==> src/rtl/doodle_jump_fsm.sv <==
// Vertical-motion sequencer for the doodle sprite: rise, hang, fall, die, with duty-cycled up/down requests.
// Optional build macro DOUBLE_JUMP_EN adds one mid-air jump per airborne phase.
module doodle_jump_fsm #(
  parameter int RISE_LOG2  = 6,
  parameter int HANG_TICKS = 4,
  parameter int FLOOR_Y    = 514
) (
  input  logic        clk,
  input  logic        rst_n,
  input  logic        tick,
  input  logic        start,
  input  logic        land,
  input  logic        jump_btn,
  input  logic [9:0]  ypos,
  output logic        up,
  output logic        down,
  output logic [2:0]  state,
  output logic        game_over,
  output logic [15:0] bounce_count
);

  localparam logic [2:0] S_IDLE = 3'd0;
  localparam logic [2:0] S_RISE = 3'd1;
  localparam logic [2:0] S_APEX = 3'd2;
  localparam logic [2:0] S_FALL = 3'd3;
  localparam logic [2:0] S_DEAD = 3'd4;

  localparam int         FW        = RISE_LOG2 + 1;
  localparam logic [7:0] HANG_LAST = 8'(HANG_TICKS - 1);
  localparam logic [9:0] FLOOR     = 10'(FLOOR_Y);

  logic [RISE_LOG2-1:0] rc, rc_n;
  logic [7:0]           hc, hc_n;
  logic [FW-1:0]        fc, fc_n;
  logic [2:0]           state_n;
  logic [15:0]          bc_n;
  logic                 up_n, dn_n;
  logic                 start_pend, pend_eff;
  logic [1:0]           rseg, fseg;
  logic                 rise_up, fall_dn;
  logic                 jump_req;

  assign pend_eff  = start_pend | start;
  assign game_over = (state == S_DEAD);
  assign rseg      = rc[RISE_LOG2-1 -: 2];
  // fc's MSB alone marks saturation; the low two bits keep cycling past it
  assign fseg      = fc[FW-1] ? 2'd3 : fc[RISE_LOG2-1 -: 2];

`ifdef DOUBLE_JUMP_EN
  logic jump_prev, jump_lat, air_jump_used, jump_edge;

  assign jump_edge = jump_btn & ~jump_prev;
  assign jump_req  = (jump_lat | jump_edge) & ~air_jump_used;

  always_ff @(posedge clk or negedge rst_n) begin
    if (!rst_n) begin
      jump_prev     <= 1'b0;
      jump_lat      <= 1'b0;
      air_jump_used <= 1'b0;
    end else begin
      jump_prev <= jump_btn;
      if (tick)
        jump_lat <= 1'b0;
      else if (jump_edge)
        jump_lat <= 1'b1;
      if (tick && (((state == S_IDLE || state == S_DEAD) && pend_eff) ||
                   (state == S_FALL && land)))
        air_jump_used <= 1'b0;
      else if (tick && jump_req && (state == S_APEX || state == S_FALL))
        air_jump_used <= 1'b1;
    end
  end
`else
  logic unused_jump_btn;
  assign unused_jump_btn = jump_btn;
  assign jump_req        = 1'b0;
`endif

  always_comb begin
    case (rseg)
      2'd0:    rise_up = 1'b1;
      2'd1:    rise_up = (rc[1:0] != 2'd3);
      2'd2:    rise_up = ~rc[0];
      default: rise_up = (rc[1:0] == 2'd0);
    endcase
    case (fseg)
      2'd0:    fall_dn = (fc[1:0] == 2'd0);
      2'd1:    fall_dn = ~fc[0];
      2'd2:    fall_dn = (fc[1:0] != 2'd3);
      default: fall_dn = 1'b1;
    endcase
  end

  always_comb begin
    state_n = state;
    rc_n    = rc;
    hc_n    = hc;
    fc_n    = fc;
    bc_n    = bounce_count;
    up_n    = 1'b0;
    dn_n    = 1'b0;
    if (tick) begin
      case (state)
        S_IDLE, S_DEAD: begin
          if (pend_eff) begin
            state_n = S_RISE;
            rc_n    = '0;
            bc_n    = '0;
          end
        end
        S_RISE: begin
          up_n = rise_up;
          rc_n = rc + 1'b1;
          if (&rc) begin
            state_n = S_APEX;
            hc_n    = '0;
          end
        end
        S_APEX: begin
          if (jump_req) begin
            state_n = S_RISE;
            rc_n    = '0;
          end else if (hc == HANG_LAST) begin
            state_n = S_FALL;
            fc_n    = '0;
          end else begin
            hc_n = hc + 8'd1;
          end
        end
        S_FALL: begin
          // landing beats both the air jump and the floor on the same tick
          if (land) begin
            state_n = S_RISE;
            rc_n    = '0;
            if (bounce_count != 16'hFFFF)
              bc_n = bounce_count + 16'd1;
          end else if (jump_req) begin
            state_n = S_RISE;
            rc_n    = '0;
          end else if (ypos >= FLOOR) begin
            state_n = S_DEAD;
          end else begin
            dn_n = fall_dn;
            fc_n = fc[FW-1] ? {fc[FW-1:2], fc[1:0] + 2'd1} : fc + 1'b1;
          end
        end
        default: state_n = S_IDLE;
      endcase
    end
  end

  always_ff @(posedge clk or negedge rst_n) begin
    if (!rst_n) begin
      state        <= S_IDLE;
      rc           <= '0;
      hc           <= '0;
      fc           <= '0;
      bounce_count <= '0;
      up           <= 1'b0;
      down         <= 1'b0;
      start_pend   <= 1'b0;
    end else begin
      state        <= state_n;
      rc           <= rc_n;
      hc           <= hc_n;
      fc           <= fc_n;
      bounce_count <= bc_n;
      up           <= up_n;
      down         <= dn_n;
      start_pend   <= tick ? 1'b0 : pend_eff;
    end
  end

endmodule
==> config.mk <==
export PLATFORM = sky130hd
export DESIGN_NAME = doodle_jump_fsm
export DESIGN_NICKNAME = d
export VERILOG_FILES = /design/src/rtl/doodle_jump_fsm.sv
export SDC_FILE = /design/constraint.sdc
export NUM_CORES = 1
export LEC_CHECK = 0
export ABC_AREA = 0
export BUFFER_PORTS_ARGS = -buffer_cell sky130_fd_sc_hd__buf_2
export CAP_MARGIN = 25
export CORE_MARGIN = 4
export CORE_UTILIZATION = 45
export CTS_CLUSTER_SIZE = 12
export DETAILED_ROUTE_END_ITERATION = 10
export GPL_ROUTABILITY_DRIVEN = 0
export PLACE_DENSITY = 0.66
export SLEW_MARGIN = 15
export SYNTH_ARGS = -nofsm -noshare
export SYNTH_HDL_FRONTEND = slang
export SYNTH_SLANG_ARGS = --single-unit
export TNS_END_PERCENT = 100
==> constraint.sdc <==
create_clock -name clk -period 3.5 [get_ports clk]
set_clock_uncertainty 0.1 [all_clocks]
set_input_delay 1.05 -clock clk [delete_from_list [all_inputs] [get_ports clk]]
set_output_delay 1.05 -clock clk [all_outputs]
set_load 0.01 [all_outputs]
==> results of run 1 <==
## layout by cell type (no fill, tap or decap), drive strengths merged, types with 3 or more instances in the layout
master	instances
o31ai	10
nor4	4
a21oi	22
ha	6
a31oi	5
nand3	21
or2	3
buf	37
and3	9
o21ai	33
nand2	35
nor3	7
a21o	3
o41ai	3
inv	8
dfrtp	43
or4	3
clkbuf	6
nand2b	5
or3	4
nor2	24
## kinds of logic (layout without fill, tap and decap cells)
logic type / after synthesis / in the layout / share of synthesized area [%]
multiplexers: 2 / 2 / 0.8049
AND/OR/NAND/NOR: 129 / 129 / 27.06
XOR/XNOR: 2 / 2 / 0.7044
AO/OA/AOI/OAI: 85 / 85 / 22.03
flip-flops: 43 / 43 / 43.26
buffers and inverters: 15 / 52 / 3.119
adder cells (fa/ha/maj): 6 / 6 / 3.018
## power by group through the flow
| stage | combinational, mW | clock [mW] | sequential, mW |
|---|---|---|---|
| finish | 0.571 | 0.377 | 0.772 |
| global route | 0.660 | 0.410 | 0.801 |
| CTS | 0.578 | 0.385 | 0.772 |
| detailed placement | 0.575 | 0 | 0.782 |
| global placement | 0.562 | 0 | 0.779 |
| floorplan | 0.463 | 0 | 0.729 |
## state kept, by name (all words and copies together) (netlist names)
signal and cells:
bounce_count 16, state 3, start_pend 1, up 1, fc 7, hc 8, rc 6, down 1
## per-stage QoR
stage | hold WS (ns) | area (um2) | worst slack (ns) | cells | utilization [%]
floorplan | 0.3670 | 2487 | 1.184 | 282 | -
global placement | 0.3926 | 2710 | 0.6394 | 381 | 51.74
detailed placement | 0.3899 | 2710 | 0.6391 | 381 | 51.74
CTS | 0.4013 | 2813 | 0.8372 | 388 | 53.70
global route | 0.4136 | 2833 | 0.7553 | 389 | 54.09
finish | 0.4081 | 2833 | 0.8483 | 389 | 54.09
## per-layer routing
layer / global-route usage, % / share of wire, % / vias to the layer above
met5: 0 / 0 / -
met4: 5.482 / 1.2 / 0
met3: 3.796 / 4.2 / 6
met2: 26.60 / 45 / 45
met1: 24.73 / 49 / 1042
li1: - / - / 1110
## worst max-delay path by stage
stage / endpoint / startpoint / slack, ns
6_report: game_over / state[0] / 0.85
5_1_grt: game_over / state[0] / 0.76
4_1_cts: game_over / state[0] / 0.84
3_5_place_dp: bounce_count[7] / start / 0.64
3_3_place_gp: bounce_count[10] / start / 0.64
2_1_floorplan: fc[4] / ypos[8] / 1.18
## worst register-to-register path, cell delays in order, from the launching register on
cell and delay, ns:
dfrtp_1 0.42, ha_1 0.24, nand3_1 0.15, nor4_1 0.48, a21o_1 0.39, or2_0 0.45, o31ai_1 0.14
## final cells by class
class	instances	area, um2	share of cell area [%]
clock buffer	6	72.57	2.562
clock inverter	1	30.03	1.060
inverter	8	30.03	1.060
multi-input combinational	224	1334	47.08
sequential	43	1076	37.99
tap	70	87.58	3.092
timing repair buffer	37	202.7	7.155
==> results.md, run 1 <==
- Worst path depth: 3
- R2R Setup Slk: 1.00 ns
- Starting density of the core: around 47%
- Number of buffers added on ports: 35
- Switching share of power: between 40 and 50%
- Final Power: between 1.5 and 2 mW
- CP cell instances: or2_1, nor2_1, buf_2
- Min-Delay Path Depth: 1
- Routed Antenna Nets: 0
- Final Max Tran Viols: 0
- Tot GR Track Use: about 17%
- Worst-Margin Slew: 0.6657 ns
- N_diodes: 0
- Depth of the most critical reg-to-reg path: 6
- Die Y: slightly above 80 um
- Total number of vias: about 2,200
- RR Startpoint: bounce_count[0]
- Gate Count Post-Synth: 282
- Yosys warns: 0
- Top cell type's share of synthesized area: a little over two fifths
- CTS H-tree lvls: 2
- # Max-Cap Violations: 0
- Clk pin slew, worst setup/hold paths: roughly 0.080 ns
- Cell Int Power: slightly above 1 mW
- Ratio of cells with drive above 1 in the final layout: 16.93%
- Synth Cell Area: between 2000 and 2500 um2
- Global-route wire length before repair: a little over 9000 um
- Longest Clk Path Bufs: 2
- Unrepaired setup endpoints after global routing: false
- Combinational share of power: between 30 and 40%
- Syn_nets: about 300
- Pleak: 1.248 nW
- CP arrival: roughly 1.5 ns
- Most common cell in the synthesized netlist: dfrtp_1
- Worst IR Drop VDD: approximately 0.00028 V
- Layout area overhead: 13.88%
- Reg-to-Reg End: bounce_count[7]
- Final setup vio count: 0
- Total Routed Length: ~5400 um
- Number of remaining DRC errors: 0
- Clock sinks: between 40 and 50
- Vias/cell: 5.663
- WHS Endpoint: bounce_count[10]
- First-iteration detailed-routing DRC count: 126
- Critical Path Slowest Stage Cell: dfrtp_1
- Synth Flop Type: dfrtp_1
- Routed wire length per instance: between 10 and 15 um
- CP top delay family: flip-flops
- Total power divided by cell area: roughly 610 nW/um2
- Max FO, Critical Path: 19
- Setup bufs post-CTS: 0
- Synth area leaders: dfrtp_1 43%, o21ai_0 5.4%, nand2_1 5.3%
- Core ar.: ~5200 um2
- Fillers: 499
- Largest net degree at the start of global routing: 44
- Avg Cell Area, Syn: a little under 9 um2
- Root buf cell: clkbuf_8
- Startpoint Class: register
- Synthesis-stage register bit count: 43
- Final HPWL from detailed placement: 3870 um
- Clock power frac: between 20 and 25%
- Grt ovf: 0
- Die Area: 6781 um2
- Hold_buf cts: 0
- CP Class: reg2out
- Outcome: complete, no violations
- Post-Route Setup TNS: 0 ns
- CTS resizes: 0
- EDFF count, synth: 0
- Min Tclk post-route: approximately 2.7 ns
- Final Hold Fails: 0
- Initial antenna violation count: 0
- CTS tree: built
- Start point of the worst min-delay path: bounce_count[10]
- Required @ worst endpoint: 2.35 ns
- Rel. slew slack: a little under three fifths
- Synth cell types: 48
- Layout Nets: between 300 and 400
- Min-delay worst type: reg2reg
- Number of global-route vias before repair: ~2,000
- Rows: 26
- Seq/Total Area, Yosys: a little over two fifths
- Slowest Stage Delay on Critical Path: 0.62 ns
- Fin crit share: about three quarters
- DR pass1 iterations: 4
- Die span in x: 82.35 um
- Synth async-reset ratio: 100.0%
- TritonCTS Buffers: 5
- Latest clock arrival within the worst-skew pair: a little under 0.3 ns
- Max Freq: 377.1 MHz
- CP bufs+invs: 1
- Dominant cell type by area after synthesis: dfrtp_1
- Post-synth top cells: 43 x dfrtp_1, 35 x nand2_1, 27 x o21ai_0
- Top Ports: 38
- CP Capture Type: output pin
- Sequential share of power: between 40 and 50%
- Sw Pwr: ~0.7 mW
(Power assumes the default switching activity.)
==> inputs of run 2 (changes only) <==
ABC_AREA = 1   (was 0)
PLACE_DENSITY = 0.67   (was 0.66)
clock period = 2.4 ns   (was 3.5 ns; I/O delays follow)
==> run 2 against run 1 <==
  * Synthesized cell count grew 48%
  * Worst hold slack lost 0.14 ns
  * Die area up 12%
  * Final area increased by 13%
  * Register-to-register slack got worse by 0.48 ns
  * Combinational power up 47%
==> results.md, run 2 <==
- N_diodes: 0
- Initial antenna violation count: 0
- Avg Cell Area, Syn: 6.772 um2
- Synthesis-stage register bit count: 43
- Global-route wire length before repair: 10,720 um
- Total Routed Length: slightly above 6000 um
- CTS resizes: 0
- CP Class: reg2out
- Post-Place Cells: between 500 and 600
- Max FO, Critical Path: 9
- Vias/cell: 5.013
- Worst IR Drop VDD: 0.0004786 V
- Layout Nets: 476
- Syn_nets: approximately 440
- Min-delay worst type: in2async
- CTS H-tree lvls: 2
- Dominant cell type by area after synthesis: dfrtp_1
- Die Area: 7606 um2
- Die Y: ~87 um
- Synth area leaders: dfrtp_1 38%, nand2_1 17%, nand3_1 8.7%
- Commonest non-fill, non-tap cell in the layout: nand2_1
- Busiest grt layer: met2
- Commonest cells after routing, fill and taps aside: 125 x nand2_1, 59 x nor2_1, 49 x nand3_1, 47 x inv_1, 43 x dfrtp_1
- Synth cell types: 27
- Total number of vias: about 2,700
- Clk pin slew, worst setup/hold paths: 0.09 ns
- Root buf cell: clkbuf_8
- Tot GR Track Use: 17.37%
- Post-Route Setup TNS: 0 ns
- Depth of the most critical reg-to-reg path: 9
- Gate Count Post-Synth: 417
- Largest net degree at the start of global routing: 31
- Latest clock arrival within the worst-skew pair: 0.30 ns
- TritonCTS Buffers: 5
- Ratio of cells with drive above 1 in the final layout: between 10 and 15%
- Largest registers: bounce_count x16, hc x8, fc x7
- Met2 capacity usage during global routing: 28.43%
- Min Tclk post-route: around 2.2 ns
- Top cell type's share of synthesized area: about two fifths
- Starting density of the core: between 40% and 50%
- Top Ports: 38
- M3 GR Usage: 3.217%
- Setup bufs post-CTS: 0
- Worst-Margin Slew: 0.4796 ns
- CP Capture Type: output pin
- Required @ worst endpoint: between 1.5 and 2 ns
- Rows: 28
- Pleak: between 1.5 and 2 nW
- Unrepaired setup endpoints after global routing: false
- Final Hold Fails: 0
- # Max-Cap Violations: 0
- Longest Clk Path Bufs: 2
- Non-filler instance count after layout: 530
- EDFF count, synth: 0
- Max reg flops: 16
- Fin crit share: roughly 90%
- Top reg by flops: bounce_count
- Synth Cell Area: between 2000 and 3000 um2
- Final setup vio count: 0
- Total power divided by cell area: around 770 nW/um2
- Final Max Tran Viols: 0
- Core ar.: 5991 um2
- CTS tree: built
- Number of remaining DRC errors: 0
- Startpoint Class: register
- Fillers: about 590
- Layout area overhead: 13.11%
- Most common cell in the synthesized netlist: nand2_1
- Routed wire length per instance: roughly 11 um
- Rel. slew slack: slightly below 70%
- Synth async-reset ratio: 100.0%
- Final HPWL from detailed placement: 4505 um
- Routed Antenna Nets: 0
- WHS: between 0.2 and 0.3 ns
- Grt ovf: 0
- Clock sinks: 43
- Post-synth top cells: 125 x nand2_1, 59 x nor2_1, 49 x nand3_1
- Die span in x: roughly 87 um
- Grt met1 use: a little under a quarter
- First-iteration detailed-routing DRC count: between 100 and 150
- DR pass1 iterations: 4
- Yosys warns: 0
- Number of global-route vias before repair: 2,434
- CP arrival: roughly 1.4 ns
- Max Freq: ~450 MHz
- Synth Flop Type: dfrtp_1
- Seq/Total Area, Yosys: 38.10%
- Number of buffers added on ports: 35
- Outcome: complete, no violations
- Hold_buf cts: 0
[run 2: cell type report]
type / instances / area, um2 / area share [%]
multi-input cells: 315 / 1486 / 46.53
flip-flops and latches: 43 / 1076 / 33.69
repair buffers: 38 / 210.2 / 6.581
inverters: 51 / 191.4 / 5.993
well taps: 75 / 93.84 / 2.938
clock buffers: 5 / 68.82 / 2.154
clock inverters: 3 / 67.56 / 2.115
[run 2: final timing paths]
check	start	to	slack (ns)
worst max-delay path	state[0]	game_over	0.20
worst max register to register	bounce_count[0]	bounce_count[7]	0.52
worst min register to register	fc[5]	fc[5]	0.41
min in group clk	fc[5]	fc[5]	0.41
worst min-delay path	rst_n	hc[7]	0.26
max in group asynchronous	rst_n	bounce_count[12]	1.44
[run 2: through the flow]
step	util [%]	setup slack (ns)	area, um2	power (mW)
4_1_cts	53.32	0.1675	3194	2.498
6_report	53.32	0.1986	3194	2.464
3_5_place_dp	51.04	0.4164	3058	1.801
2_1_floorplan	-	0.6548	2824	1.626
3_3_place_gp	51.04	0.4270	3058	1.792
5_1_grt	53.32	0.09707	3194	2.662
[run 2: power by group]
part           total [mW]  switching, mW  internal, mW
registers           0.948          0.125         0.823
clock network       0.676          0.261         0.415
logic               0.839          0.578         0.260
[run 2: metal layers]
metal | part of all wire [%] | vias to the layer above | wire (um)
met5 | 0 | - | 0
met4 | 1.2 | 0 | 74
met3 | 4.2 | 5 | 257
met2 | 46 | 51 | 2795
met1 | 49 | 1198 | 2951
li1 | - | 1403 | -
[run 2: kinds of logic after synthesis]
family	count (synthesis)	share of synthesized area, %
simple gates	260	39.52
compound gates	42	8.286
buf+inv	59	9.259
flops	43	38.10
xor+xnor	7	2.171
fa+ha+maj	6	2.658
[run 2: critical path, stage by stage, from the launching register on]
cell     delay (ns)
dfrtp_1        0.52
nor2_1         0.19
inv_1          0.10
nor2_1         0.12
buf_2          0.15
